File: config.mk
export PLATFORM = sky130hd
export DESIGN_NAME = vga_write_arbiter
export DESIGN_NICKNAME = d
export VERILOG_FILES = /design/src/rtl/vga_write_arbiter.sv
export SDC_FILE = /design/constraint.sdc
export NUM_CORES = 1
export LEC_CHECK = 0
export ABC_AREA = 1
export BUFFER_PORTS_ARGS = -buffer_cell sky130_fd_sc_hd__buf_4
export CORE_ASPECT_RATIO = 0.5
export CORE_UTILIZATION = 28
export DETAILED_ROUTE_END_ITERATION = 12
export SETUP_SLACK_MARGIN = 0.2
export SLEW_MARGIN = 15
export SYNTH_ARGS = -nofsm -noshare
export SYNTH_HDL_FRONTEND = slang
export SYNTH_SLANG_ARGS = --single-unit
File: constraint.sdc
create_clock -name clk_20 -period 1.9 [get_ports clk_20]
set_input_delay 0 -clock clk_20 [delete_from_list [all_inputs] [get_ports clk_20]]
set_output_delay 0 -clock clk_20 [all_outputs]
set_load 0.03 [all_outputs]
File: src/rtl/vga_write_arbiter.sv
// vga_write_arbiter: frame sequencer and round-robin pixel write arbiter; define VGA_WRITE_ARB_FIXED_PRIO_EN for fixed priority
module vga_write_arbiter #(
    parameter int NUM_REQ = 2,
    parameter int PIX_W   = 6,
    parameter int WIN_W   = 50,
    parameter int WIN_H   = 50,
    parameter int ADDR_W  = 12
) (
    input  logic                      clk_20,
    input  logic                      reset_n,
    input  logic                      frame_start_in,
    input  logic [NUM_REQ-1:0]        req_valid,
    input  logic [NUM_REQ*ADDR_W-1:0] req_addr,
    input  logic [NUM_REQ*PIX_W-1:0]  req_data,
    output logic [NUM_REQ-1:0]        req_ready,
    output logic                      frame_go,
    output logic                      fb_wr_en,
    output logic [ADDR_W-1:0]         fb_wr_addr,
    output logic [PIX_W-1:0]          fb_wr_data,
    output logic                      frame_done,
    output logic                      busy,
    output logic                      overrun
);
    localparam int TOTAL = WIN_W * WIN_H;
    localparam int CNT_W = $clog2(TOTAL + 1);
    localparam int PTR_W = $clog2(NUM_REQ);

    typedef enum logic [1:0] {IDLE, ACTIVE, DONE} state_t;

    state_t             state, state_nxt;
    logic [CNT_W-1:0]   count, count_nxt;
    logic [PTR_W-1:0]   win;
    logic               found, xfer, in_range, last_px, abort;
    logic [ADDR_W-1:0]  sel_addr;
    logic [PIX_W-1:0]   sel_data;

`ifdef VGA_WRITE_ARB_FIXED_PRIO_EN
    // lowest-index valid requester wins
    always_comb begin
        found = 1'b0;
        win   = '0;
        for (int i = NUM_REQ - 1; i >= 0; i--) begin
            if (req_valid[i]) begin
                found = 1'b1;
                win   = PTR_W'(i);
            end
        end
    end
`else
    logic [PTR_W-1:0]     ptr;
    logic [2*NUM_REQ-1:0] rot;
    int                   idx;

    // search starts just after the last winner; rot[i] is requester ptr+1+i
    always_comb begin
        found = 1'b0;
        win   = ptr;
        idx   = 0;
        rot   = {req_valid, req_valid} >> (int'(ptr) + 1);
        for (int i = 0; i < NUM_REQ; i++) begin
            if (!found && rot[i]) begin
                found = 1'b1;
                idx   = int'(ptr) + 1 + i;
                idx   = idx >= NUM_REQ ? idx - NUM_REQ : idx;
                win   = PTR_W'(idx);
            end
        end
    end

    // pointer follows the most recent winner
    always_ff @(posedge clk_20 or negedge reset_n)
        if (!reset_n) ptr <= PTR_W'(NUM_REQ - 1);
        else if (xfer) ptr <= win;
`endif

    assign xfer      = found && state == ACTIVE;
    assign req_ready = xfer ? NUM_REQ'(1) << win : '0;
    assign sel_addr  = req_addr[int'(win)*ADDR_W +: ADDR_W];
    assign sel_data  = req_data[int'(win)*PIX_W +: PIX_W];
    assign in_range  = {1'b0, sel_addr} < (ADDR_W + 1)'(TOTAL);
    assign last_px   = xfer && in_range && count == CNT_W'(TOTAL - 1);
    assign abort     = frame_start_in && state == ACTIVE && !last_px;
    assign busy      = state == ACTIVE;
    assign frame_done = state == DONE;

    // a frame start always (re)opens a frame; otherwise the last in-range pixel closes it
    always_comb begin
        state_nxt = state;
        count_nxt = count;
        if (frame_start_in) begin
            state_nxt = ACTIVE;
            count_nxt = '0;
        end else if (last_px) begin
            state_nxt = DONE;
        end else if (xfer && in_range) begin
            count_nxt = count + 1'b1;
        end
    end

    // state, pixel count, frame_go pulse and sticky overrun
    always_ff @(posedge clk_20 or negedge reset_n)
        if (!reset_n) begin
            state    <= IDLE;
            count    <= '0;
            frame_go <= 1'b0;
            overrun  <= 1'b0;
        end else begin
            state    <= state_nxt;
            count    <= count_nxt;
            frame_go <= frame_start_in & ~frame_go;
            overrun  <= overrun | abort;
        end

    // registered write port; address and data hold between writes
    always_ff @(posedge clk_20 or negedge reset_n)
        if (!reset_n) begin
            fb_wr_en   <= 1'b0;
            fb_wr_addr <= '0;
            fb_wr_data <= '0;
        end else begin
            fb_wr_en <= xfer & in_range;
            if (xfer && in_range) begin
                fb_wr_addr <= sel_addr;
                fb_wr_data <= sel_data;
            end
        end
endmodule

==> results.yml <==
power:
  p_comb_share_pct: 45.3
  switching_share_pct: 37.6
  p_clk_share_pct: 24.2
  seq_power_share_pct: 30.5
  peakVddDrop_mv: 0.435
  leakagePower_nw: 1.87
  p_switching_mw: 1.23
  power_density_mw_per_mm2: 891
  internal-power_mw: 2.05
sta:
  setup_ws_ns: -0.148
  period_needed_ns: 2.05
  finClkSkew_ns: 0.00315
  finalSetupViolCount: 27
  finalCritPeriodShare_pct: 108
  tightest_slew_ns: 0.440
  rsz0062_at_grt: "true"
  slew_violations: 0
  max_freq_ghz: 0.488
  max-slew-margin-rel_pct: 70.4
  holdWs_ns: -0.00324
  finalHoldViolations: 1
  tns_ns: -2.51
synth:
  synth_area_mm2: 0.00221
  ys_ff_latch: 36
  synthCells: 318
  synth_seq_area_share_pct: 40.9
  ys.flop_type: "dfrtp_1"
  yosys.area.top_type: "dfrtp_1"
  synth.area.top_cells: "dfrtp_1 (40%), nand2_1 (19%), inv_1 (6.1%), nor2_1 (5.3%), nand3_1 (4.3%)"
  ys_types: 30
  yosysMostFrequentCell: "nand2_1"
  ys_warn_count: 0
  synth_edf_count: 0
  syn_area_per_cell_um2: 6.94
  async_flop_share_pct: 100
  synth.net_count: 360
  synth_top_area_share_pct: 39.7
  synth_common_cells: "nand2_1 (114), inv_1 (36), dfrtp_1 (35)"
critical_path:
  critical_path_required_ns: 2.12
  crit_path_max_fanout: 6
  cp_slowest_stage_delay_ns: 0.59
  crit_chain: "inv_4, nand2_8, nand2_8, buf_4, nand2_1, nand2_2, nand2_2, nand3_2, nor2_4, nor2_4, buf_6, a21oi_4, nand2_1, nand2_1"
  cp_common_cell: "nand2_1"
  end_kind: "flip-flop"
  start_kind: "flip-flop"
  arrival_ns: 2.26
  critical-path-slowest-cell: "dfstp_2"
  r2r_cells: 14
  worstSetupPathType: "reg -> reg"
drt:
  avgRoutedWirePerCell_um: 12.3
  drcViolationCount: 0
  num_vias: 2417
  drt_iter0_drc: 160
  drt.antenna.violating_nets: 0
  drt-total-wl_mm: 6.72
  drt-vias-per-instance: 4.43
  first_pass_iters: 4
die:
  die-area_mm2: 0.00826
  die_h_um: 64.8
  start_util_pct: 29.5
  num_io_pins: 66
  die_w_um: 128
  rows: 22
  core_mm2: 0.00749
global_routing:
  grt_overflow_total: 0
  grt_pass1_vias: 2333
  grt_pass1_wl_mm: 11.2
  gr-usage-all-layers_pct: 17.3
  grt_max_degree: 37
  antenna_found_initial: 0
clock_network:
  cts_max_path_buffers: 2
  clk_latency_ns: 0.28
  clkTransAtPathRegs_ns: 0.05
  cts_tree: "yes"
  cts_buffers: 5
  cts.sinks: 36
  root_buffer: "clkbuf_16"
  htree_levels: 2
placed_design:
  dpl.cell_count: 507
  portBuffers: 65
  gp_congestion: 0.905
  placed_area_mm2: 0.00299
  dp_hpwl_mm: 4.57
outcome:
  violations: "negative hold slack, negative setup slack"
  status: "finished with violations"
finish:
  n_fill_cell: 748
  final_nets: 479
  layoutNonFillerInstCount: 546
  final_area_mm2: 0.00368
  area_growth_pct: 66.7
  drive_gt1_share_pct: 38.6
  diodes: 0
hold_path:
  hold_depth: 3
  worstHoldPathType: "in -> reg"
job:
  drv_cap: 0
-- power by group through the flow --
| stage | registers (mW) | clock network [mW] | logic (mW) |
|---|---|---|---|
| finish | 0.999 | 0.793 | 1.48 |
| global route | 1.02 | 0.839 | 1.59 |
| CTS | 0.999 | 0.804 | 1.37 |
| detailed placement | 1.01 | 0 | 1.18 |
| global placement | 1.01 | 0 | 1.18 |
| floorplan | 1.26 | 0 | 0.424 |
-- state kept, by name, summed over array words and instances (netlist names) --
| register | count |
|---|---|
| overrun | 1 |
| frame_go | 1 |
| fb_wr_en | 1 |
| fb_wr_addr | 12 |
| fb_wr_data | 6 |
| state | 2 |
| ptr | 1 |
| count | 12 |
-- critical path, delay by kind of cell (launching register included) --
family	cells	cell delay, ns
buf+inv	3	0.34
simple gates	10	0.86
compound gates	1	0.19
flops	1	0.59
-- cells by family after synthesis --
kind of cell / share of synthesized area (%)
flip-flops: 40.9
AO/OA/AOI/OAI: 7.31
XOR/XNOR: 2.78
AND/OR/NAND/NOR: 38.3
adder cells (fa/ha/maj): 0.567
buffers and inverters: 10.2
-- per-stage QoR --
| stage | setup slack (ns) | total power, mW | utilization [%] |
|---|---|---|---|
| after floorplan | 0.0920 | 1.69 | - |
| after global placement | -0.104 | 2.18 | 39.9 |
| after detailed placement | -0.210 | 2.19 | 39.9 |
| after CTS | -0.111 | 3.17 | 46.6 |
| after global routing | -0.298 | 3.45 | 49.1 |
| final | -0.148 | 3.28 | 49.1 |
-- timing repair --
action	4_1_cts	5_1_grt
endpoints found under the hold margin	43	0
cloned	2	1
setup buffers	13	2
pin swaps	15	12
hold buffers	13	0
endpoints found under the setup margin	35	35
resized for setup	38	42
-- cell type report --
class	count	area (um2)	area share, %
flip-flops and latches	36	902	24.5
multi-input cells	232	1310	35.7
repair buffers	124	1050	28.4
inverters	38	145	3.95
well taps	108	135	3.67
clock buffers	7	133	3.61
clock inverters	1	5.00	0.136
-- cell usage in the layout, fill, tap and decap left out, types with 2 or more instances in the layout --
| cell type | instances |
|---|---|
| nor2_4 | 8 |
| nor2_1 | 21 |
| nand3b_1 | 5 |
| nand3_2 | 3 |
| clkbuf_16 | 6 |
| a31oi_1 | 8 |
| dlygate4sd3_1 | 13 |
| nand4_1 | 13 |
| nor2_2 | 4 |
| o21ai_1 | 8 |
| dfrtp_1 | 35 |
| nand2_1 | 89 |
| nand2_2 | 19 |
| nor3_1 | 6 |
| buf_4 | 96 |
| clkbuf_1 | 2 |
| nand2_4 | 8 |
| nand2_8 | 2 |
| a21oi_4 | 2 |
| a21oi_2 | 2 |
| xor2_1 | 5 |
| inv_1 | 36 |
| o21ai_0 | 4 |
| nand3_1 | 16 |
| buf_6 | 12 |
| xnor2_1 | 2 |
-- per-layer routing --
layer | vias to the layer above | GRT usage [%] | wire (um)
met1 | 1111 | 22.7 | 3210
met3 | 10 | 3.80 | 241
li1 | 1249 | - | -
met2 | 47 | 27.8 | 3170
met5 | - | 0 | 0
met4 | 0 | 7.14 | 106
-- path summary, 6_finish.rpt --
| path | start | endpoint | slack, ns |
|---|---|---|---|
| max | ptr | count[0] | -0.15 |
| min | req_data[2] | fb_wr_data[2] | -0.003 |
| max reg2reg | ptr | count[0] | -0.15 |
| min reg2reg | frame_go | frame_go | 0.43 |
| max in group asynchronous | reset_n | ptr | 1.33 |
| min in group asynchronous | reset_n | fb_wr_addr[2] | 0.23 |
(Power assumes the default switching activity.)
